==> src/rtl/cand_dispatch.sv <==
// rtl/cand_dispatch.sv - streams the best N sorter candidates, best-ranked first, over valid/ready
// Optional feature: define CAND_SKIP_ZERO_EN to drop unfilled (all-zero) slots at load time.
module cand_dispatch #(
  parameter int SLOTS = 10,
  parameter int AW    = 24
) (
  input  logic                clk,
  input  logic                rst,
  input  logic [SLOTS*AW-1:0] candidate_angle_buffer,
  input  logic                cand_load,
  input  logic [3:0]          cand_num,
  input  logic                cand_ready,
  output logic                cand_valid,
  output logic [11:0]         cand_theta,
  output logic [11:0]         cand_phi,
  output logic [3:0]          cand_rank,
  output logic                cand_last,
  output logic                busy,
  output logic                done
);

  typedef enum logic [1:0] {IDLE, SEND, FIN} state_t;

  state_t              state, state_nxt;
  logic [SLOTS*AW-1:0] snap, snap_nxt, src;
  logic [SLOTS-1:0]    mask, mask_nxt, load_mask, sent_mask, pend;
  logic [3:0]          eff_num, rank_nxt;
  logic [11:0]         theta_nxt, phi_nxt;
  logic [AW-1:0]       pick;
  logic                valid_nxt, last_nxt, busy_nxt, done_nxt;

  function automatic logic [3:0] first_rank(input logic [SLOTS-1:0] m);
    logic [3:0] r;
    r = '0;
    for (int i = SLOTS - 1; i >= 0; i--)
      if (m[i]) r = 4'(i);
    return r;
  endfunction

  // Rank r lives in slot SLOTS-1-r: the sorter keeps its best entry in the top slot.
  function automatic logic [AW-1:0] slot_of(input logic [SLOTS*AW-1:0] b, input logic [3:0] r);
    logic [AW-1:0] s;
    s = '0;
    for (int k = 0; k < SLOTS; k++)
      if (r == 4'(SLOTS - 1 - k)) s = b[AW*k +: AW];
    return s;
  endfunction

  always_comb begin
    eff_num   = (cand_num > 4'(SLOTS)) ? 4'(SLOTS) : cand_num;
    load_mask = '0;
    for (int i = 0; i < SLOTS; i++) begin
      load_mask[i] = (4'(i) < eff_num);
`ifdef CAND_SKIP_ZERO_EN
      if (slot_of(candidate_angle_buffer, 4'(i)) == '0) load_mask[i] = 1'b0;
`endif
    end
    sent_mask = mask & ~(SLOTS'(1) << cand_rank);
  end

  always_comb begin
    state_nxt = state;
    snap_nxt  = snap;
    mask_nxt  = mask;
    valid_nxt = cand_valid;
    theta_nxt = cand_theta;
    phi_nxt   = cand_phi;
    rank_nxt  = cand_rank;
    last_nxt  = cand_last;
    busy_nxt  = busy;
    done_nxt  = 1'b0;
    src       = snap;
    pend      = '0;
    pick      = '0;
    unique case (state)
      IDLE: begin
        if (cand_load) begin
          snap_nxt = candidate_angle_buffer;
          mask_nxt = load_mask;
          src      = candidate_angle_buffer;
          pend     = load_mask;
          if (load_mask == '0) begin
            state_nxt = FIN;
            done_nxt  = 1'b1;
          end else begin
            state_nxt = SEND;
            valid_nxt = 1'b1;
            busy_nxt  = 1'b1;
          end
        end
      end
      SEND: begin
        if (cand_valid && cand_ready) begin
          mask_nxt = sent_mask;
          pend     = sent_mask;
          if (sent_mask == '0) begin
            state_nxt = FIN;
            valid_nxt = 1'b0;
            last_nxt  = 1'b0;
            busy_nxt  = 1'b0;
            done_nxt  = 1'b1;
          end
        end
      end
      FIN:     state_nxt = IDLE;
      default: state_nxt = IDLE;
    endcase
    // Preload the next pending rank so consecutive transfers have no bubble.
    if (pend != '0) begin
      rank_nxt  = first_rank(pend);
      pick      = slot_of(src, rank_nxt);
      theta_nxt = pick[23:12];
      phi_nxt   = pick[11:0];
      last_nxt  = ($countones(pend) == 1);
    end
  end

  always_ff @(posedge clk or negedge rst) begin
    if (!rst) begin
      state      <= IDLE;
      snap       <= '0;
      mask       <= '0;
      cand_valid <= 1'b0;
      cand_theta <= '0;
      cand_phi   <= '0;
      cand_rank  <= '0;
      cand_last  <= 1'b0;
      busy       <= 1'b0;
      done       <= 1'b0;
    end else begin
      state      <= state_nxt;
      snap       <= snap_nxt;
      mask       <= mask_nxt;
      cand_valid <= valid_nxt;
      cand_theta <= theta_nxt;
      cand_phi   <= phi_nxt;
      cand_rank  <= rank_nxt;
      cand_last  <= last_nxt;
      busy       <= busy_nxt;
      done       <= done_nxt;
    end
  end

endmodule

==> config.mk <==
export PLATFORM = sky130hd
export DESIGN_NAME = cand_dispatch
export DESIGN_NICKNAME = d
export VERILOG_FILES = /design/src/rtl/cand_dispatch.sv
export SDC_FILE = /design/constraint.sdc
export NUM_CORES = 1
export LEC_CHECK = 0
export ABC_AREA = 1
export BUFFER_PORTS_ARGS = -buffer_cell sky130_fd_sc_hd__buf_2
export CAP_MARGIN = 10
export CORE_MARGIN = 10
export CORE_UTILIZATION = 59
export DETAILED_ROUTE_END_ITERATION = 8
export PLACE_DENSITY = 0.89
export SKIP_LAST_GASP = 1
export SLEW_MARGIN = 20
export SYNTH_ARGS = -nofsm -noshare
export SYNTH_HDL_FRONTEND = slang
export SYNTH_SLANG_ARGS = --single-unit
==> constraint.sdc <==
create_clock -name clk -period 7 [get_ports clk]
set_clock_uncertainty 0.15 [all_clocks]
set_input_delay 0.35 -clock clk [delete_from_list [all_inputs] [get_ports clk]]
set_output_delay 0.35 -clock clk [all_outputs]
set_load 0.03 [all_outputs]
==> results.ini, run 1 <==
[status]
run_status=finished clean

[power_and_ir_drop]
ir_drop_uv=359
switchingPower_mw=3.72
switching_share_pct=45.0
intPower_mw=4.55
p_per_area_nw_per_um2=449
p_leak_nw=9.93
power.share.combinational_pct=46.3
power_frac_seq_pct=33.2
clockPowerShare_pct=20.5

[drt]
num_vias=14569
met3_length_mm=6.44
dr.max_layer_used=met5
drtAntennaViolNets=0
drt_iter0_drc=1915
vias_per_cell=5.85
drc_errors=0
dr.pass1.iters=8
wirelength_mm=56.8
dr_wl_met2_mm=27.0
met1_length_mm=19.1
wire_per_inst_um=22.8

[clocking]
clock_sinks=283
cts_tree=built
clkSlewWorstSetupHoldPaths_ns=0.07
cts_root_buffer=clkbuf_16
ctsResizeCount=0
cts_setup_buffers=0
insertion_delay_ns=0.57
cts_buffers=30
cts_buffer_depth=3
htreeDepth=1
ctsHoldBuffers=239

[sta]
max_freq_ghz=0.195
layout_min_cycle_time_ns=5.13
finalSetupViolCount=0
finalCritPeriodShare_pct=73.3
slew_violations=0
slew-limit-headroom_pct=22.9
worst_slack_ns=1.87
worst_pin_slew_ns=1.15
setup_tns_ns=0
hold_viol=0
rsz0062_at_grt=no

[synth]
synth_area_per_cell_um2=7.97
netlist.top_cell.by_area=dfrtp_1
yosys_warnings=0
mappedNetlistArea_um2=13500
synthTopCellsByArea=dfrtp_1 (53%), nand2_1 (21%), inv_1 (3.7%), o21ai_0 (3.0%), or2_2 (2.7%)
syn-instance-count=1690
synth_nets=1947
synth-seq-area-share_pct=52.6
synth_seq_cells=283
yosysTopAreaCellShare_pct=52.6
yosysUniqueCellTypes=40

[worst_setup_path]
cp-end-kind=flip-flop
critPathMaxStageDelay_ns=0.60
cpMostUsedCell=fa_1
crit_type=flip-flop to flip-flop
crit_required_ns=7.27
crit_fanout=59
cp_data_arrival_time_ns=5.40
critPathSlowestCell=buf_4
crit_path_start_kind=flip-flop
cp_top_family=adder cells
crit_chain=inv_2 -> nand3_4 -> buf_4 -> o21ai_2 -> fa_1 -> fa_1 -> inv_1 -> fa_1 -> inv_1 -> ha_1 -> inv_1 -> fa_1 -> nand2_1 -> o41ai_1
cp_num_buf_inv=5

[layout]
final-seq-area_um2=7080
drive_above_1_share_pct=20.9
final_nets=2429
syn_to_final_growth_pct=36.8
multiInputGateArea_um2=5480
fill_cells=1269

[floorplanning]
rows=55
design.core.area_um2=22600
die_height_um=171
ios=280
dieWidth_um=171
initial_utilization_pct=59.7
die-area_um2=29300

[worst_hold_path]
hp-class=primary input to flip-flop

[global_route]
grtUsageTotal_pct=38.6
antenna_found_initial=13
grt_pass1_vias=15149
overflow=0
grt_max_degree=180
grt_pass1_wl_mm=86.5

[place]
place.gp.congestion=0.936
place_ws_ns=1.97
hpwl_mm=28.7
port_buffers=279

[run]
drv_cap=0

-- synthesized netlist by cell type --
| cell type | n |
|---|---|
| o21ai_2 | 6 |
| fa_1 | 6 |
| mux2i_1 | 24 |
| nand2_1 | 745 |
| nand4_1 | 51 |
| inv_2 | 18 |
| a31oi_1 | 2 |
| ha_1 | 3 |
| a21oi_1 | 25 |
| clkbuf_1 | 45 |
| nor4_1 | 1 |
| nand3_1 | 17 |
| inv_4 | 1 |
| o31ai_2 | 2 |
| buf_2 | 12 |
| clkinv_1 | 1 |
| nand3b_2 | 1 |
| nor3_2 | 4 |
| a21oi_2 | 1 |
| dfrtp_1 | 283 |
| nand2_4 | 5 |
| buf_6 | 1 |
| or2_2 | 58 |
| nor2_4 | 7 |
| nor2_8 | 1 |
| o41ai_1 | 1 |
| o31ai_1 | 1 |
| nor2_2 | 5 |
| buf_1 | 9 |
| nand2_2 | 7 |
| buf_4 | 9 |
| inv_1 | 134 |
| o21ai_1 | 22 |
| nand2_8 | 1 |
| nand3_4 | 1 |
| nor2_1 | 92 |
| o21ai_0 | 82 |
| nor3_1 | 2 |
| o22ai_2 | 2 |
| nor3_4 | 2 |
-- final timing paths --
path,cells after the start,slack (ns),end,start
setup / recovery,14,1.87,cand_last,state[0]
hold / removal,4,0.03,state[1],cand_num[0]
setup reg to reg,14,1.87,cand_last,state[0]
hold reg to reg,2,0.33,snap[145],snap[145]
max in group asynchronous,3,5.00,snap[223],rst
min in group asynchronous,2,0.26,snap[23],rst
-- state kept, by name, indices dropped and copies added (netlist names) --
signal	flops
busy	1
cand_last	1
cand_phi	12
cand_rank	4
cand_theta	12
done	1
mask	10
snap	240
state	2
-- cell type report --
cell class / instances / share of cell area (%)
Multi-Input combinational cell: 1177 / 29.7
Antenna cell: 8 / 0.109
Clock buffer: 44 / 4.74
Clock inverter: 12 / 0.856
Timing Repair Buffer: 526 / 21.0
Inverter: 154 / 3.18
Sequential cell: 283 / 38.4
Tap cell: 285 / 1.94
-- layer usage --
| metal | vias up | GRT usage (%) |
|---|---|---|
| li1 | 6193 | - |
| met1 | 6834 | 42.0 |
| met2 | 1181 | 62.9 |
| met3 | 349 | 13.5 |
| met4 | 12 | 25.3 |
| met5 | - | 0 |
-- kinds of logic (layout without fill, tap and decap cells) --
family	after synthesis	in the layout	share of synthesized area [%]
adders and majority gates	9	9	1.17
AOI/OAI and AO/OA	144	144	5.84
muxes	24	24	1.78
buffers and inverters	230	736	6.85
and+or+nand+nor	1000	1000	31.8
DFF	283	283	52.6
other	0	8	0
-- power groups by stage --
stage	sequential, mW	clock [mW]	combinational (mW)
2_1_floorplan	2.76	0	2.28
3_3_place_gp	2.64	0	3.23
3_5_place_dp	2.67	0	3.37
4_1_cts	2.65	1.66	3.51
5_1_grt	2.79	1.75	4.16
6_report	2.75	1.69	3.83
-- worst min-delay path, stage by stage --
cell	delay [ns]
buf_2	0.08
inv_1	0.04
nand2_1	0.12
o21ai_0	0.09
-- cells in the final DEF, fill, tap and decap left out, drive strengths merged, types with 2 or more instances in the layout --
cell and n:
nand2 758, buf 287, dfrtp 283, dlygate4sd3 239, inv 154, o21ai 110
nor2 105, or2 58, nand4 51, clkbuf 44, a21oi 26, mux2i 24
nand3 18, diode 8, nor3 8, clkinv 7, fa 6, ha 3
bufinv 3, o31ai 3, o22ai 2, a31oi 2, clkinvlp 2
-- metrics by stage --
stage          instance area (um2)  std cells  power [mW]  util [%]  hold slack (ns)
2_1_floorplan                13500       1690        5.04         -          -0.0956
3_3_place_gp                 15000       2186        5.87      66.4            0.300
3_5_place_dp                 15000       2186        6.03      66.4            0.292
4_1_cts                      18400       2481        7.81      81.5          0.00232
5_1_grt                      18400       2488        8.71      81.6          0.00413
6_report                     18400       2489        8.28      81.6           0.0281
No activity file was read; power rests on OpenSTA's default activity.
==> run 2, diff against run 1 <==
CORE_UTILIZATION = 50   (was 59)
PLACE_DENSITY = 0.81   (was 0.89)
clock period = 4.5 ns   (was 7 ns; I/O delays follow)
==> results.ini, run 2 (same netlist as run 1, synthesis figures left out) <==
[sta]
worst_slack_ns=0.215  ; -1.66 ns
slew_violations=0  ; unchanged
worst_pin_slew_ns=0.987  ; -0.165 ns
slew-limit-headroom_pct=34.1  ; +11 points
finalSetupViolCount=0  ; unchanged
max_freq_ghz=0.233
setup_tns_ns=0  ; unchanged
hold_viol=0  ; unchanged
layout_min_cycle_time_ns=4.28
rsz0062_at_grt=no
finalCritPeriodShare_pct=95.2

[clocking]
insertion_delay_ns=0.55  ; -0.02 ns
clock_sinks=283  ; unchanged
cts_tree=built
clkSlewWorstSetupHoldPaths_ns=0.06  ; about the same
cts_buffers=30  ; unchanged
htreeDepth=1  ; unchanged
cts_root_buffer=clkbuf_16
cts_buffer_depth=3  ; unchanged
ctsResizeCount=0  ; unchanged

[power_and_ir_drop]
p_leak_nw=10.0  ; +0.84%
p_per_area_nw_per_um2=669  ; +49%
switching_share_pct=43.2  ; -1.8 points
power.share.combinational_pct=46.3  ; about the same
ir_drop_uv=408  ; +14%
power_frac_seq_pct=33.3  ; about the same
clockPowerShare_pct=20.4  ; about the same
intPower_mw=7.10  ; +56%
switchingPower_mw=5.39  ; +45%

[drt]
num_vias=13884  ; -4.7%
drtAntennaViolNets=0  ; unchanged
dr.pass1.iters=8  ; unchanged
wire_per_inst_um=19.8  ; -13%
drt_iter0_drc=1396  ; -27%
wirelength_mm=50.8  ; -11%
vias_per_cell=5.42  ; -7.4%
drc_errors=0  ; unchanged

[place]
place.gp.congestion=0.892  ; -4.7%
port_buffers=279  ; unchanged
place_ws_ns=0.404  ; -1.56 ns
placed_area_um2=15100  ; +0.80%
numPlacedInstances=2247  ; +2.8%
hpwl_mm=28.8  ; +0.43%

[worst_hold_path]
hp-class=primary input to flip-flop
min_path_cells=5  ; +1
hold_start=cand_num[2]
worstHoldEndpoint=state[0]

[floorplanning]
die_height_um=184  ; +7.6%
ios=280  ; unchanged
initial_utilization_pct=50.4  ; -9.3 points
rows=60  ; +9.1%
die-area_um2=33900  ; +16%
dieWidth_um=184  ; +7.6%
design.core.area_um2=26700  ; +18%

[global_route]
grtUsageTotal_pct=29.6  ; -9.0 points
grt_max_degree=138  ; -23%
overflow=0  ; unchanged
grt_pass1_wl_mm=78.8  ; -8.9%
grt_pass1_vias=14324  ; -5.4%
antenna_found_initial=8  ; -5

[worst_setup_path]
r2r_start=state[1]
crit_path_start_kind=primary input
crit_type=primary input to flip-flop
rr_worst_depth=15  ; +1
rrSetupSlack_ns=0.40  ; -1.47 ns
crit_fanout=4  ; -93%
cp-end-kind=flip-flop
timing.rr.end=cand_last
cp_data_arrival_time_ns=4.57  ; -0.83 ns
crit_required_ns=4.79  ; -2.48 ns

[layout]
final_cell_mix=nand2_1 (745), dfrtp_1 (283), buf_2 (278)
reg_top3=snap: 240 flops, cand_phi: 12 flops, cand_theta: 12 flops
final_cells=2562  ; +2.9%
final_common_cell=nand2_1
largest_register_ffs=240  ; unchanged
final_area_um2=18700  ; +1.2%
syn_to_final_growth_pct=38.5
top_register=snap
drive_above_1_share_pct=21.2  ; +0.22 points
final_util_pct=69.8  ; -12 points
final_nets=2445  ; +0.66%

[run]
drv_cap=0  ; unchanged

[status]
run_status=finished clean

-- run 2: cell count changes in the layout (fill, tap and decap cells not counted), moves of 2 or more --
cell,previous run,this run
buf_4,7,11
clkbuf_1,7,4
clkbuf_8,7,5
clkinv_2,5,10
clkinvlp_4,2,0
diode_2,8,10
dlygate4sd3_1,239,249
-- run 2: worst max-delay path by stage --
stage	start	endpoint	slack, ns	depth (start not counted)
after global placement	state[1]	cand_last	0.47	15
after global routing	cand_num[1]	cand_last	0.004	17
after CTS	cand_num[1]	cand_last	0.25	17
after floorplan	busy	cand_last	0.39	14
after detailed placement	state[1]	cand_last	0.40	15
final	cand_num[1]	cand_last	0.22	17
-- run 2: metrics by stage --
step                power [mW]  hold WS (ns)
floorplan                 7.84        -0.221
global placement          9.20        0.0762
detailed placement        9.42        0.0784
CTS                       12.2        0.0202
global route              13.3        0.0944
finish                    12.5        0.0533
-- run 2: routing by layer --
metal / up-vias / GRT usage, % / wire [um]
met3: 217 / 6.87 / 4550
met4: 0 / 16.5 / 2840
li1: 6217 / - / -
met2: 887 / 47.7 / 24100
met1: 6563 / 35.9 / 19300
met5: - / 0 / 0
-- run 2: worst max-delay path, stage by stage --
cell	delay, ns
dlygate4sd3_1	0.55
buf_2	0.15
a21oi_1	0.15
dlygate4sd3_1	0.57
inv_1	0.04
nand2_1	0.06
nand2_1	0.12
fa_1	0.52
fa_1	0.52
inv_1	0.05
fa_1	0.46
inv_1	0.07
ha_1	0.16
inv_1	0.06
fa_1	0.48
nand2_1	0.06
o41ai_1	0.32
-- run 2: area by class of cell --
cell class              instances  area, um2
fillers                      1897       8070
flip-flops and latches        283       7080
multi-input cells            1177       5480
repair buffers                542       4040
clock buffers                  40        860
inverters                     154        586
well taps                     341        427
clock inverters                15        158
diodes                         10       25.0
-- run 2: repair_timing --
item                      4_1_cts  5_1_grt
hold buffers                  249        0
setup buffers                   0        0
hold endpoints to repair      334        0
-- run 2: power groups by stage --
stage | sequential [mW] | combinational (mW) | clock, mW
after floorplan | 4.29 | 3.55 | 0
after global placement | 4.10 | 5.11 | 0
after detailed placement | 4.14 | 5.28 | 0
after CTS | 4.11 | 5.48 | 2.56
after global routing | 4.25 | 6.38 | 2.67
final | 4.16 | 5.78 | 2.54
==> run 3, diff against run 2 <==
--- a/config.mk
+++ b/config.mk
@@ -9,5 +9,4 @@
 export BUFFER_PORTS_ARGS = -buffer_cell sky130_fd_sc_hd__buf_2
 export CAP_MARGIN = 10
-export CORE_MARGIN = 10
 export CORE_UTILIZATION = 50
 export DETAILED_ROUTE_END_ITERATION = 8
--- a/constraint.sdc
+++ b/constraint.sdc
@@ -3,3 +3,3 @@
 set_input_delay 0.225 -clock clk [delete_from_list [all_inputs] [get_ports clk]]
 set_output_delay 0.225 -clock clk [all_outputs]
-set_load 0.03 [all_outputs]
+set_load 0.1 [all_outputs]
==> results.ini, run 3 (same netlist as run 1, synthesis figures left out) <==
[status]
run_status=finished with violations
violations=design-rule violations

[clocking]
cts_root_buffer=clkbuf_16
insertion_delay_ns=0.55  ; about the same
htreeDepth=1  ; unchanged
cts_setup_buffers=0  ; unchanged
cts_buffer_depth=3  ; unchanged
clkSlewWorstSetupHoldPaths_ns=0.07  ; about the same
cts_tree=built
clock_sinks=283  ; unchanged
cts_buffers=30  ; unchanged

[global_route]
grt_pass1_wl_mm=74.6  ; -5.3%
overflow=0  ; unchanged
grt_pass1_vias=14280  ; -0.31%
antenna_found_initial=6  ; -2
grtUsageTotal_pct=34.4  ; +4.9 points
grt_max_degree=218  ; +58%

[drt]
drc_errors=18  ; +18
drt_iter0_drc=1466  ; +5.0%
num_vias=13643  ; -1.7%
drtAntennaViolNets=0  ; unchanged
wirelength_mm=47.3  ; -6.9%
wire_per_inst_um=18.5  ; -6.4%
dr.pass1.iters=9  ; +1
vias_per_cell=5.35  ; -1.2%

[run]
drv_cap=0  ; unchanged

[floorplanning]
dieWidth_um=166  ; -9.8%
rows=59  ; -1.7%
design.core.area_um2=26200  ; -1.9%
die_height_um=166  ; -9.8%
initial_utilization_pct=51.4  ; +1.0 points
die-area_um2=27600  ; -19%
ios=280  ; unchanged

[worst_setup_path]
crit_type=primary input to flip-flop
cp-end-kind=flip-flop
crit_required_ns=4.78  ; about the same
crit_fanout=4  ; unchanged
cp_data_arrival_time_ns=4.59  ; +0.02 ns
crit_path_start_kind=primary input

[power_and_ir_drop]
p_total_mw=13.2  ; +5.9%
power.share.combinational_pct=49.2  ; +2.9 points
power_frac_seq_pct=31.6  ; -1.7 points
p_leak_nw=9.98  ; -0.31%
p_per_area_nw_per_um2=711  ; +6.2%
switching_share_pct=46.7  ; +3.5 points
ir_drop_uv=545  ; +34%
clockPowerShare_pct=19.2  ; -1.2 points
intPower_mw=7.05  ; -0.63%
switchingPower_mw=6.17  ; +14%

[place]
place.gp.congestion=0.898  ; +0.63%
hpwl_mm=26.0  ; -9.6%
port_buffers=279  ; unchanged
placed_area_um2=15100  ; -0.14%

[sta]
slew-limit-headroom_pct=20.9  ; -13 points
max_freq_ghz=0.232  ; -0.69%
slew_violations=0  ; unchanged
finalSetupViolCount=0  ; unchanged
whs_ns=0.0500  ; -0.00329 ns
finalCritPeriodShare_pct=95.9  ; +0.67 points
worst_pin_slew_ns=1.18  ; +0.195 ns
layout_min_cycle_time_ns=4.31  ; +0.0300 ns
hold_viol=0  ; unchanged

[layout]
multiInputGateArea_um2=5490  ; +0.14%
top_register=snap
largest_register_ffs=240  ; unchanged
final-seq-area_um2=7080  ; about the same
syn_to_final_growth_pct=38.1
reg_top3=snap: 240 flops, cand_phi: 12 flops, cand_theta: 12 flops
final_area_um2=18600  ; -0.32%
final_common_cell=nand2_1
final_cell_mix=nand2_1 (745), dfrtp_1 (282), buf_2 (278)
final_nets=2441  ; -0.16%
drive_above_1_share_pct=21.2  ; +0.038 points
fill_cells=1769  ; -6.7%

[worst_hold_path]
hp-class=primary input to flip-flop

[run 3: final timing paths]
kind | start | endpoint | slack (ns) | depth (start not counted)
worst min-delay path | cand_num[2] | state[0] | 0.05 | 5
worst max register to register | state[1] | cand_last | 0.35 | 15
max in group asynchronous | rst | snap[95] | 2.91 | 3
min in group asynchronous | rst | mask[1] | 0.10 | 2
worst max-delay path | cand_num[1] | cand_last | 0.19 | 17
worst min register to register | snap[101] | snap[101] | 0.32 | 2
[run 3: repair_timing]
| item | in CTS | in global routing |
|---|---|---|
| resized for setup | 0 | 1 |
| endpoints found under the setup margin | 0 | 1 |
| endpoints found under the hold margin | 345 | 0 |
| hold buffers | 248 | 0 |
[run 3: power groups by stage]
stage          clock [mW]  combinational, mW  sequential [mW]
2_1_floorplan           0               3.58             4.94
3_3_place_gp            0               5.82             4.10
3_5_place_dp            0               5.98             4.14
4_1_cts              2.54               6.20             4.11
5_1_grt              2.66               7.08             4.26
6_report             2.54               6.50             4.18
[run 3: critical path, cell delays in order]
cell and delay, ns:
dlygate4sd3_1 0.53, buf_2 0.15, a21oi_1 0.14, dlygate4sd3_1 0.57, inv_1 0.04, nand2_1 0.07
nand2_1 0.13, fa_1 0.52, fa_1 0.52, inv_1 0.06, fa_1 0.46, inv_1 0.07
ha_1 0.17, inv_1 0.06, fa_1 0.48, nand2_1 0.07, o41ai_2 0.33
[run 3: metal layers]
metal / GRT usage (%) / routed length [um]
met4: 19.4 / 2640
met1: 43.3 / 18400
met3: 6.05 / 3750
met2: 56.4 / 22500
met5: 0 / 0
[run 3: metrics by stage]
| step | utilization [%] | instances | worst slack, ns | TNS [ns] |
|---|---|---|---|---|
| after detailed placement | 57.5 | 2239 | 0.417 | 0 |
| after global routing | 70.9 | 2548 | -0.0504 | -0.0504 |
| after global placement | 57.5 | 2239 | 0.492 | 0 |
| after CTS | 70.9 | 2542 | 0.238 | 0 |
| final | 70.9 | 2548 | 0.185 | 0 |
| after floorplan | - | 1690 | 0.0211 | 0 |
[run 3: final cells by class]
| cell class | instances | share of cell area, % |
|---|---|---|
| Clock inverter | 17 | 0.949 |
| Tap cell | 335 | 2.25 |
| Antenna cell | 6 | 0.0808 |
| Clock buffer | 38 | 4.47 |
| Multi-Input combinational cell | 1177 | 29.5 |
| Sequential cell | 283 | 38.1 |
| Timing Repair Buffer | 538 | 21.5 |
| Inverter | 154 | 3.15 |
